$ cat src/rtl/ad1868_decoder.sv
// ad1868_decoder: deserialises an AD1868-style serial DAC bus (CK, DL/DR, LL/LR) into
// parallel left/right words, flagging short words and a dead bus.
module ad1868_decoder #(
    parameter int unsigned WIDTH       = 16,
    parameter int unsigned SYNC_STAGES = 2,
    parameter int unsigned TIMEOUT     = 4096,
    parameter bit          MUTE        = 1'b1
) (
    input  logic             i_clk,
    input  logic             i_rst,
    input  logic             i_ser_ck,
    input  logic             i_ser_dl,
    input  logic             i_ser_dr,
    input  logic             i_ser_ll,
    input  logic             i_ser_lr,
    output logic [WIDTH-1:0] o_data_l,
    output logic [WIDTH-1:0] o_data_r,
    output logic             o_valid,
    output logic             o_short,
    output logic             o_active
);
    localparam int unsigned CW = $clog2(WIDTH + 1);
    localparam int unsigned TW = $clog2(TIMEOUT + 1);
    localparam logic [CW-1:0] CNT_FULL = CW'(WIDTH);
    localparam logic [TW-1:0] TO_LAST  = TW'(TIMEOUT - 1);
    localparam logic [TW-1:0] TO_FULL  = TW'(TIMEOUT);

    typedef enum logic {StIdle, StRun} state_t;

    // Bit order in each sync word: {ck, dl, dr, ll, lr}
    logic [SYNC_STAGES-1:0][4:0] sync_q;
    logic [4:0]                  prev_q;
    logic [4:0]                  pins;
    logic [4:0]                  cur;

    logic ck_rise, ll_fall, lr_fall, latch_any, dl_s, dr_s;
    logic short_l, short_r, pair, timeout_hit;

    state_t           state_q;
    logic [WIDTH-1:0] sr_l_q, sr_r_q;
    logic [CW-1:0]    cnt_l_q, cnt_r_q, cnt_l_d, cnt_r_d;
    logic             got_l_q, got_r_q;
    logic [TW-1:0]    to_cnt_q, to_cnt_d;

    assign pins = {i_ser_ck, i_ser_dl, i_ser_dr, i_ser_ll, i_ser_lr};
    assign cur  = sync_q[SYNC_STAGES-1];

    always_ff @(posedge i_clk) begin
        if (i_rst) begin
            sync_q <= '0;
            prev_q <= '0;
        end else begin
            sync_q <= {sync_q[SYNC_STAGES-2:0], pins};
            prev_q <= cur;
        end
    end

    assign ck_rise   = cur[4] & ~prev_q[4];
    assign dl_s      = cur[3];
    assign dr_s      = cur[2];
    assign ll_fall   = ~cur[1] & prev_q[1];
    assign lr_fall   = ~cur[0] & prev_q[0];
    assign latch_any = ll_fall | lr_fall;

    assign short_l     = ll_fall && (cnt_l_q < CNT_FULL);
    assign short_r     = lr_fall && (cnt_r_q < CNT_FULL);
    assign pair        = got_l_q & got_r_q;
    assign timeout_hit = !latch_any && (to_cnt_q == TO_LAST);

    // A CK rise coinciding with a latch fall belongs to the next word.
    always_comb begin
        cnt_l_d = cnt_l_q;
        cnt_r_d = cnt_r_q;
        if (ck_rise && cnt_l_q != CNT_FULL) cnt_l_d = cnt_l_q + 1'b1;
        if (ck_rise && cnt_r_q != CNT_FULL) cnt_r_d = cnt_r_q + 1'b1;
        if (ll_fall) cnt_l_d = {{(CW-1){1'b0}}, ck_rise};
        if (lr_fall) cnt_r_d = {{(CW-1){1'b0}}, ck_rise};
    end

    always_comb begin
        to_cnt_d = to_cnt_q;
        if (latch_any) begin
            to_cnt_d = '0;
        end else if (to_cnt_q != TO_FULL) begin
            to_cnt_d = to_cnt_q + 1'b1;
        end
    end

    always_ff @(posedge i_clk) begin
        if (i_rst) begin
            state_q  <= StIdle;
            sr_l_q   <= '0;
            sr_r_q   <= '0;
            cnt_l_q  <= '0;
            cnt_r_q  <= '0;
            got_l_q  <= 1'b0;
            got_r_q  <= 1'b0;
            to_cnt_q <= '0;
            o_data_l <= '0;
            o_data_r <= '0;
            o_valid  <= 1'b0;
            o_short  <= 1'b0;
            o_active <= 1'b0;
        end else begin
            o_valid  <= pair;
            o_short  <= short_l | short_r;
            cnt_l_q  <= cnt_l_d;
            cnt_r_q  <= cnt_r_d;
            to_cnt_q <= to_cnt_d;
            got_l_q  <= ll_fall | (got_l_q & ~pair);
            got_r_q  <= lr_fall | (got_r_q & ~pair);
            if (ck_rise) begin
                sr_l_q <= {sr_l_q[WIDTH-2:0], dl_s};
                sr_r_q <= {sr_r_q[WIDTH-2:0], dr_s};
            end
            if (ll_fall) o_data_l <= sr_l_q;
            if (lr_fall) o_data_r <= sr_r_q;

            unique case (state_q)
                StIdle: begin
                    if (latch_any) begin
                        state_q  <= StRun;
                        o_active <= 1'b1;
                    end
                end
                StRun: begin
                    if (timeout_hit) begin
                        state_q  <= StIdle;
                        o_active <= 1'b0;
                        got_l_q  <= 1'b0;
                        got_r_q  <= 1'b0;
                        if (MUTE) begin
                            o_data_l <= '0;
                            o_data_r <= '0;
                        end
                    end
                end
                default: state_q <= StIdle;
            endcase
        end
    end
endmodule
$ cat config.mk
export PLATFORM = sky130hd
export DESIGN_NAME = ad1868_decoder
export DESIGN_NICKNAME = d
export VERILOG_FILES = /design/src/rtl/ad1868_decoder.sv
export SDC_FILE = /design/constraint.sdc
export NUM_CORES = 1
export LEC_CHECK = 0
export CORE_MARGIN = 4
export CORE_UTILIZATION = 30
export CTS_BUF_LIST = sky130_fd_sc_hd__clkbuf_16
export CTS_CLUSTER_DIAMETER = 30
export DETAILED_ROUTE_END_ITERATION = 8
export MAX_ROUTING_LAYER = met4
export PLACE_DENSITY = 0.5
export SLEW_MARGIN = 10
export SYNTH_ARGS = -nofsm -noshare
export SYNTH_HDL_FRONTEND = slang
export SYNTH_SLANG_ARGS = --single-unit
$ cat constraint.sdc
create_clock -name i_clk -period 2.6 [get_ports i_clk]
set_clock_uncertainty 0.05 [all_clocks]
set_input_delay 0.26 -clock i_clk [delete_from_list [all_inputs] [get_ports i_clk]]
set_output_delay 0.26 -clock i_clk [all_outputs]
set_load 0.05 [all_outputs]
==> out/summary.txt <==
Least-Margin Pin Slew = 0.710 ns
Grt ovf = 0
WL per Instance = 11.6 um
Worst setup SP type = register
Largest net degree at the start of global routing = 53
Global-route wire length before repair = 13200 um
Fin. Hold Viols = 0
Maximum vdd drop = 0.324 mV
DIE WIDTH = 123 um
Hold_buf cts = 0
Die H = 123 um
Post-DP HPWL = 4740 um
FP Rows = 41
Max cap viols = 0
Post-layout min period = 1.83 ns
Core Util, Final = 37.8%
Post-DR vias/cell = 4.47
CTS Root Buffer Type = clkbuf_16
Slowest cell delay on critical path = 0.41 ns
Post CTS Setup Buffer Count = 0
Net count, final = 473
Post-CTS Resized = 0
Clock Sinks = 106
Final Cycle Share = 70.5%
Fmax achieved = 0.545 GHz
Final Max Slew Viols = 0
Seq cells post-synth = 106
Most used DFF post-synth = dfxtp_1
Starting Density = 31.1%
Final instance area = 4820 um2
Critical path, cell by cell = ha_1 -> and4_4 -> nand4_4 -> o21bai_4 -> buf_4 -> nor2_1
Hold Crit Class = in2reg
IO buf count = 41
Bufs and invs on worst path = 1
RSZ-0062 raised after global routing = no
Core Area = 12800 um2
Synth top cells by count = dfxtp_1, nand2_1, nor2_1
GRT Util Overall = 11.1%
Mean post-synth cell area = 9.28 um2
Yosys top cell by area = dfxtp_1
Area grow syn2layout = 21.5%
Via count = 2849
Max FO, Critical Path = 34
Pre-CTS setup slack = 0.736 ns
DRT Pass-1 Iters = 4
Top-count cell post-synth = dfxtp_1
Leakage = 0.00189 uW
Relative slew slack = 52.6%
Vias in the first global route = 2853
Synth cell types = 33
Syn Inst Count = 428
Skew-Pair Late Insertion Delay = 0.34 ns
CTS tree = built
Max Buffers Root-to-Sink = 2
Die area = 15100 um2
CP top delay family = simple AND/OR/NAND/NOR gates
Initial antenna violation count = 1
Final setup viols = 0
Depth of the CTS H-tree = 3
Worst Path Arrival = 2.01 ns
TritonCTS Buffers = 9
Warnings from Yosys = 0
Post-synthesis sequential area ratio = 53.4%
Worst-path clk slew = 0.07 ns
EDFF count, synth = 0
Placed Area = 4510 um2
Initial drt markers = 121
Highest-delay cell along the critical path = dfxtp_1
DR DRC count = 0
PnR worst setup slack = 0.766 ns
Critical path class = reg2reg
Net count after synthesis = 441
# fillers = 1297
Routed Antenna Nets = 0
Crit end category = register
Synth async-reset ratio = 0%
Data required time of the worst path = 2.77 ns
Status = finished, final reports clean
Routability congestion estimate = 0.740
Area share of the largest cell type after synthesis = 53.4%
Setup TNS = 0 ns
Layout cells sized above 1 = 6.24%
Ports = 42
Post-Syn Area = 3970 um2
Ranking of synthesized cells by area = dfxtp_1, mux2i_1, nand2_1
PwrDens = 655 nW/um2
Post-Route WL = 7430 um
## cells by family after synthesis
kind of cell               count (synthesis)  share of synthesized area (%)
adders and majority gates                  6                           1.89
muxes                                     33                           8.32
xor gates and xnor gates                  17                           3.75
buffers and inverters                     32                           3.91
and+or+nand+nor                          187                           22.1
AOI/OAI and AO/OA                         47                           6.55
DFF                                      106                           53.4
## power by group
group	total (uW)	switching [uW]	leakage [uW]	internal [uW]
clock	1390	623	0.000149	765
combinational	116	73.0	0.000887	43.1
sequential	1650	12.8	0.000857	1640
total	3160	709	0.00189	2450
## through the flow
step	hold slack, ns	power (uW)	cells
after floorplan	0.338	1780	428
after global placement	0.373	1810	621
after detailed placement	0.375	1810	621
after CTS	0.258	3220	637
after global routing	0.300	3300	638
final	0.265	3160	638
## metal layers
| metal | track usage, % | wire length (um) | share of wire, % | vias up |
|---|---|---|---|---|
| met2 | 17.7 | 3340 | 45 | 53 |
| met5 | - | 0 | 0 | - |
| met1 | 13.5 | 3610 | 49 | 1305 |
| li1 | - | - | - | 1479 |
| met3 | 3.29 | 350 | 4.7 | 12 |
| met4 | 4.08 | 123 | 1.7 | 0 |
## tightest hold or removal path: stages
cell	delay (ns)
buf_2	0.10
nand2b_1	0.19
a21oi_1	0.06
## placed cells by master, fill, tap and decap left out, drive strengths merged, types with 9 or more instances in the layout
| cell | netlist | routed |
|---|---|---|
| a21oi | 39 | 39 |
| clkbuf | 14 | 9 |
| clkdlybuf4s50 | 0 | 40 |
| dfxtp | 106 | 106 |
| inv | 6 | 10 |
| mux2i | 33 | 33 |
| nand2 | 72 | 72 |
| nand3 | 10 | 10 |
| nor2 | 58 | 58 |
| nor2b | 14 | 14 |
| xor2 | 12 | 12 |
## cell type report
cell class | instances | area, um2 | area share (%)
sequential | 106 | 2120 | 44.0
antenna | 1 | 2.50 | 0.0519
tap | 172 | 215 | 4.46
inverter | 6 | 22.5 | 0.467
clock inverter | 7 | 83.8 | 1.74
multi-input combinational | 290 | 1700 | 35.3
timing repair buffer | 47 | 450 | 9.34
clock buffer | 9 | 225 | 4.67
## flip-flops by register name, summed over array words and instances, names as in the netlist
register / count
cnt_r_q: 5
prev_q: 3
o_short: 1
got_l_q: 1
sr_r_q: 16
o_data_r: 16
cur: 5
o_active: 1
sr_l_q: 16
state_q: 1
cnt_l_q: 5
o_valid: 1
sync_q: 5
o_data_l: 16
got_r_q: 1
to_cnt_q: 13
## final timing paths
kind,slack [ns],cells after the start,from,endpoint
worst max-delay path,0.77,6,to_cnt_q[0],o_data_r[2]
worst max register to register,0.77,6,to_cnt_q[0],o_data_r[2]
worst min register to register,0.39,1,sync_q[2],cur[2]
worst min-delay path,0.26,3,i_rst,cnt_l_q[1]
Power figures use the tool's default switching activity.
